===== src/rtl/pipe_pkg.sv =====
// rtl/pipe_pkg.sv - shared types and helpers for the multi-stage valid/ready pipeline
//
// Contents:
//   MAX_DEPTH      largest supported number of stages
//   stage_state_t  occupancy state of one stage (EMPTY / HALF / FULL)
//   occ_width()    width of a counter that can hold 0..depth*(skid+1)

package pipe_pkg;

  localparam int MAX_DEPTH = 16;

  typedef enum logic [1:0] {
    STG_EMPTY = 2'd0,
    STG_HALF  = 2'd1,
    STG_FULL  = 2'd2
  } stage_state_t;

  // Each stage holds one beat, or two when it carries a skid entry.
  function automatic int occ_width(input int depth, input int skid);
    return $clog2(depth * (skid + 1) + 1);
  endfunction

endpackage


===== src/rtl/pipe_stage.sv =====
// rtl/pipe_stage.sv - one valid/ready pipeline stage, plain register or 2-entry skid buffer
//
// Ports:
//   clk, rst_n          clock, asynchronous active-low reset
//   flush               synchronous discard of held beats
//   up_valid/up_data    beat offered from upstream
//   up_ready            this stage takes the beat on the next edge
//   dn_valid/dn_data    beat offered downstream (always the main entry)
//   dn_ready            downstream takes the beat on the next edge
//   occ                 beats currently held (0..2)

module pipe_stage
  import pipe_pkg::*;
#(
  parameter int WIDTH = 32,
  parameter int SKID  = 1
) (
  input  logic             clk,
  input  logic             rst_n,
  input  logic             flush,
  input  logic             up_valid,
  input  logic [WIDTH-1:0] up_data,
  output logic             up_ready,
  output logic             dn_valid,
  output logic [WIDTH-1:0] dn_data,
  input  logic             dn_ready,
  output logic [1:0]       occ
);

  logic             v_m;
  logic             v_s;
  logic [WIDTH-1:0] d_m;
  logic [WIDTH-1:0] d_s;
  logic             accept;
  logic             consume;
  stage_state_t     state;

  always_comb begin
    state = STG_EMPTY;
    if (v_s) begin
      state = STG_FULL;
    end else if (v_m) begin
      state = STG_HALF;
    end
  end

  // Skid mode advertises space purely from the skid flag, so the ready
  // seen upstream is a flop output and never depends on dn_ready.
  // Register mode chains ready combinationally to keep full throughput.
  generate
    if (SKID != 0) begin : g_skid_ready
      assign up_ready = !v_s;
    end else begin : g_reg_ready
      assign up_ready = !v_m || dn_ready;
    end
  endgenerate

  assign accept   = up_valid && up_ready;
  assign consume  = v_m && dn_ready;
  assign dn_valid = v_m;
  assign dn_data  = d_m;
  assign occ      = {1'b0, v_m} + {1'b0, v_s};

  always_ff @(posedge clk or negedge rst_n) begin
    if (!rst_n) begin
      v_m <= 1'b0;
      v_s <= 1'b0;
      d_m <= '0;
      d_s <= '0;
    end else if (flush) begin
      v_m <= 1'b0;
      v_s <= 1'b0;
    end else begin
      case (state)
        STG_EMPTY: begin
          if (accept) begin
            v_m <= 1'b1;
            d_m <= up_data;
          end
        end
        STG_HALF: begin
          if (accept && consume) begin
            // main leaves and is replaced in the same edge
            d_m <= up_data;
          end else if (accept && (SKID != 0)) begin
            // downstream stalled: park the new beat behind main
            v_s <= 1'b1;
            d_s <= up_data;
          end else if (consume) begin
            v_m <= 1'b0;
          end
        end
        STG_FULL: begin
          // up_ready is low here, so the only event is a drain of main
          if (consume) begin
            v_s <= 1'b0;
            d_m <= d_s;
          end
        end
        default: begin
        end
      endcase
    end
  end

endmodule


===== src/rtl/multi_stage_pipeline.sv =====
// rtl/multi_stage_pipeline.sv - DEPTH-stage valid/ready pipeline with flush and occupancy
//
// Ports:
//   clk, rst_n             clock, asynchronous active-low reset
//   flush                  synchronous discard of every held beat
//   in_valid/in_data       upstream beat
//   in_ready               pipeline accepts a beat this cycle
//   out_valid/out_data     downstream beat
//   out_ready              downstream accepts a beat
//   occupancy              number of beats currently held

module multi_stage_pipeline
  import pipe_pkg::*;
#(
  parameter int WIDTH = 32,
  parameter int DEPTH = 4,
  parameter int SKID  = 1,
  parameter int CNT_W = occ_width(DEPTH, SKID)
) (
  input  logic             clk,
  input  logic             rst_n,
  input  logic             flush,
  input  logic             in_valid,
  input  logic [WIDTH-1:0] in_data,
  output logic             in_ready,
  output logic             out_valid,
  output logic [WIDTH-1:0] out_data,
  input  logic             out_ready,
  output logic [CNT_W-1:0] occupancy
);

  // Index i is the interface feeding stage i; index DEPTH is the output.
  logic             vld [0:DEPTH];
  logic             rdy [0:DEPTH];
  logic [WIDTH-1:0] dat [0:DEPTH];
  logic [1:0]       stg_occ [0:DEPTH-1];
  logic [CNT_W-1:0] occ_sum;
  logic             run_q;

  // Holds in_ready low through reset and releases it one edge later, so
  // the upstream never sees a ready while the stages are still clearing.
  always_ff @(posedge clk or negedge rst_n) begin
    if (!rst_n) begin
      run_q <= 1'b0;
    end else begin
      run_q <= 1'b1;
    end
  end

  // Flush blocks both ends so nothing transfers in the discarding cycle.
  assign vld[0]     = in_valid && run_q && !flush;
  assign dat[0]     = in_data;
  assign in_ready   = rdy[0] && run_q && !flush;
  assign rdy[DEPTH] = out_ready && !flush;
  assign out_valid  = vld[DEPTH] && !flush;
  assign out_data   = dat[DEPTH];

  for (genvar i = 0; i < DEPTH; i++) begin : g_stage
    pipe_stage #(
      .WIDTH (WIDTH),
      .SKID  (SKID)
    ) u_stage (
      .clk      (clk),
      .rst_n    (rst_n),
      .flush    (flush),
      .up_valid (vld[i]),
      .up_data  (dat[i]),
      .up_ready (rdy[i]),
      .dn_valid (vld[i+1]),
      .dn_data  (dat[i+1]),
      .dn_ready (rdy[i+1]),
      .occ      (stg_occ[i])
    );
  end

  always_comb begin
    occ_sum = '0;
    for (int i = 0; i < DEPTH; i++) begin
      occ_sum = occ_sum + CNT_W'(stg_occ[i]);
    end
  end

  assign occupancy = occ_sum;

endmodule


===== config.mk =====
export PLATFORM = sky130hd
export DESIGN_NAME = multi_stage_pipeline
export DESIGN_NICKNAME = d
export VERILOG_FILES = /design/src/rtl/pipe_pkg.sv /design/src/rtl/pipe_stage.sv /design/src/rtl/multi_stage_pipeline.sv
export SDC_FILE = /design/constraint.sdc
export NUM_CORES = 1
export LEC_CHECK = 0
export ABC_AREA = 1
export BUFFER_PORTS_ARGS = -buffer_cell sky130_fd_sc_hd__buf_2
export CORE_ASPECT_RATIO = 1.5
export CORE_MARGIN = 5
export CORE_UTILIZATION = 43
export DETAILED_ROUTE_END_ITERATION = 8
export GPL_TIMING_DRIVEN = 0
export HOLD_SLACK_MARGIN = 0.15
export PLACE_DENSITY = 0.71
export SKIP_CTS_REPAIR_TIMING = 1
export SLEW_MARGIN = 40
export SYNTH_ARGS = -nofsm -noshare
export SYNTH_HDL_FRONTEND = slang
export SYNTH_HIERARCHICAL = 1
export SYNTH_SLANG_ARGS = --single-unit

===== constraint.sdc =====
create_clock -name clk -period 3.6 [get_ports clk]
set_input_delay 0 -clock clk [delete_from_list [all_inputs] [get_ports clk]]
set_output_delay 0 -clock clk [all_outputs]
set_load 0.03 [all_outputs]

==> impl_metrics.csv <==
group,metric,value,unit
run_status,run_status,"complete, no violations",
sta,maxClockFrequency,0.288,GHz
synthesis,yosysTopAreaCellShare,52.8,%
placed_design,port_buffers,74,
clocking,ctsRootBufferMaster,"sky130_fd_sc_hd__clkbuf_16",
synthesis,yosys.cell_count.top_type,"sky130_fd_sc_hd__nand2_1",
routing,vias,9962,
clocking,clock_insertion_delay_at_the_later_pin_of_the_skew_report,0.53,ns
clocking,cts.path.max_buffers,3,
synthesis,netlist_instances,1566,
routing,detail_route.drc_violations,0,
layout,layout.nets,1767,
global_routing,grt_start_max_net_pins,77,
synthesis,netlist_area,12600,µm²
routing,post_route_antenna_net_violation_count,0,
critical_path,endpoint_kind,"output pin",
global_routing,grt_antenna_before_repair,0,
placed_design,dp.cells,2033,
sta,final_setup_margin,0.126,ns
placed_design,hpwl,19200,µm
synthesis,yosys.cell_types.count,25,
critical_path,crit_path_arrival_time,3.47,ns
routing,wl_per_cell,12.3,µm
synthesis,synthesis.area_per_instance,8.02,µm²
floorplanning,die_area,32800,µm²
critical_path,critical_path.startpoint_type,"flip-flop",
layout,insertedDiodeCount,0,
critical_path,critical_path_required,3.60,ns
min_path,hold_path_class,"in2reg",
floorplanning,rows,76,
global_routing,wire_length_of_the_first_global_routing_pass,44700,µm
clocking,cts.clk_slew.worst_paths,0.06,ns
layout,syn_to_final_growth,17.7,%
critical_path,worstPathMaxFanout,8,
floorplanning,die_width,150,µm
placed_design,routabilityCongestion,0.868,
synthesis,synth.yosys.warnings,6,
synthesis,synth.largest_area_cell,"sky130_fd_sc_hd__dfrtp_1",
floorplanning,start_util,43.6,%
sta,fin_skew,0.0168,ns
layout,post_route_non_filler_standard_cell_count,2117,
sta,post-route-min-period,3.47,ns
clocking,tritoncts_clock_tree,"done",
clocking,cts-buffers-inserted,25,
global_routing,first_global_vias,9806,
floorplanning,num_io_pins,75,
layout,drive_gt1_share,12.9,%
synthesis,yosys-top-cells-count,"sky130_fd_sc_hd__nand2_1 (503), sky130_fd_sc_hd__dfrtp_1 (265), sky130_fd_sc_hd__inv_1 (156), sky130_fd_sc_hd__nand3_1 (143), sky130_fd_sc_hd__o21ai_0 (138)",
layout,postLayoutCellArea,14800,µm²
sta,final_max_slew_viol_count,0,
routing,routed_wirelength,26000,µm
job,cap_violations,0,
synthesis,sequential_element_share_of_the_synthesized_area,52.8,%
synthesis,synth_top_flop_cell,"sky130_fd_sc_hd__dfrtp_1",
pwr,power_dens_cells,620,nW/µm²
sta,final_hold_viol_count,0,
clocking,htree_num_levels,1,
synthesis,synth_enable_flop_cells,0,
pwr,power.ir.vdd_worst,0.331,mV
floorplanning,die_h,219,µm
sta,setup_viol,0,
placed_design,dp_worst_setup_slack,0.586,ns
synthesis,synth-seq-cells,265,
routing,per_cell_via_count_in_the_routed_design,4.71,
routing,first_iter_violations,424,
synthesis,post_synth_main_area_contributors,"sky130_fd_sc_hd__dfrtp_1 (53%), sky130_fd_sc_hd__nand2_1 (15%), sky130_fd_sc_hd__nand3_1 (5.7%), sky130_fd_sc_hd__o21ai_0 (5.5%), sky130_fd_sc_hd__inv_1 (4.7%)",
synthesis,synth.net_count,1625,
global_routing,grt_overflow_total,0,
synthesis,synth-async-reset-ratio,100,%
sta,crit_share_post_route,96.5,%
floorplanning,placeable_core_region,28800,µm²
critical_path,crit_type,"reg2out",
global_routing,grt_util_all_layers,16.0,%
clocking,clkSinkCount,265,
routing,drt_pass1_iterations,5,
placed_design,postPlaceCellArea,13500,µm²
sta,grt_setup_unrepaired,"no",
pwr,cellLeakagePower,7.94,nW
[path summary, 6_finish.rpt]
check                                          startpoint                        endpoint  slack, ns  cells after the start
setup reg to reg                   g_stage[0].u_stage/v_s   g_stage[0].u_stage/dn_data[1]       1.66                      8
hold reg to reg            g_stage[3].u_stage/dn_data[20]  g_stage[3].u_stage/dn_data[20]       0.47                      2
hold / removal                                in_data[14]      g_stage[0].u_stage/d_s[14]       0.28                      4
min in group asynchronous                           rst_n  g_stage[0].u_stage/dn_data[26]       0.57                      4
max in group asynchronous                           rst_n       g_stage[3].u_stage/d_s[6]       1.94                      6
setup / recovery                   g_stage[0].u_stage/v_s                    occupancy[2]       0.13                      8
[power breakdown]
group | internal [W] | switching (W)
clock | 0.00166 | 0.00108
sequential | 0.00374 | 0.000467
combinational | 0.000803 | 0.00142
total | 0.00620 | 0.00297
[layout by cell type, fill, tap and decap left out, types with 4 or more instances in the layout]
master,synthesis,final
sky130_fd_sc_hd__nand4_1,7,7
sky130_fd_sc_hd__buf_16,0,4
sky130_fd_sc_hd__clkbuf_8,0,8
sky130_fd_sc_hd__clkbuf_16,0,25
sky130_fd_sc_hd__nand2_1,503,503
sky130_fd_sc_hd__buf_2,39,112
sky130_fd_sc_hd__a21oi_1,61,61
sky130_fd_sc_hd__ha_1,18,18
sky130_fd_sc_hd__o21ai_0,138,138
sky130_fd_sc_hd__o21ai_1,58,58
sky130_fd_sc_hd__buf_4,21,21
sky130_fd_sc_hd__dfrtp_1,265,261
sky130_fd_sc_hd__fa_1,4,4
sky130_fd_sc_hd__clkbuf_1,17,23
sky130_fd_sc_hd__dlygate4sd3_1,0,37
sky130_fd_sc_hd__nor2_1,93,93
sky130_fd_sc_hd__inv_2,7,6
sky130_fd_sc_hd__buf_6,10,10
sky130_fd_sc_hd__dfrtp_2,0,4
sky130_fd_sc_hd__inv_1,156,156
sky130_fd_sc_hd__nand3_1,143,143
sky130_fd_sc_hd__nand2_2,6,6
sky130_fd_sc_hd__a21oi_2,9,9
[area by class of cell]
class                      instances  area, µm²
clock buffer                      39        758
clock inverter                     7        114
buffer                            88        533
tap                              390        488
multi-input combinational       1050       4780
inverter                         163        614
fill                            2743      14000
sequential                       265       6640
timing repair buffer             115        861
[registers in the layout (all words and copies together), names as in the netlist]
| register | cells |
|---|---|
| g_stage.u_stage/d_s | 128 |
| g_stage.u_stage/dn_data | 128 |
| g_stage.u_stage/dn_valid | 4 |
| g_stage.u_stage/v_s | 4 |
| run_q | 1 |
[cell families after synthesis]
| family | count (synthesis) | synth area share [%] |
|---|---|---|
| buffers and inverters | 251 | 9.12 |
| DFF | 265 | 52.8 |
| and+or+nand+nor | 758 | 24.5 |
| AOI/OAI and AO/OA | 269 | 11.1 |
| other | 1 | 0.0299 |
| adders and majority gates | 22 | 2.43 |
[critical path, stage by stage (launching register included)]
cell	delay (ns)
sky130_fd_sc_hd__dfrtp_2	0.46
sky130_fd_sc_hd__inv_4	0.13
sky130_fd_sc_hd__ha_1	0.27
sky130_fd_sc_hd__ha_1	0.21
sky130_fd_sc_hd__fa_1	0.50
sky130_fd_sc_hd__fa_1	0.42
sky130_fd_sc_hd__ha_1	0.22
sky130_fd_sc_hd__fa_1	0.53
sky130_fd_sc_hd__buf_2	0.21
[metrics by stage]
stage	hold WS, ns	total power (W)	utilization, %	setup TNS, ns
6_report	0.279	0.00916	51.3	0
5_1_grt	0.273	0.00982	51.3	0
4_1_cts	-0.641	0.00926	49.9	0
3_5_place_dp	-0.0832	0.00646	46.9	0
3_3_place_gp	0.279	0.00636	46.6	-575.93
2_1_floorplan	-0.296	0.00577	-	0
[metal layers]
| metal | global-route usage [%] | wire length (µm) | vias up |
|---|---|---|---|
| met5 | 0 | 0 | - |
| met4 | 5.74 | 746 | 0 |
| met3 | 1.88 | 946 | 43 |
| met2 | 29.9 | 13400 | 165 |
| met1 | 18.7 | 10900 | 4518 |
| li1 | - | - | 5236 |
Note: power is estimated with default switching activity, not from simulation.
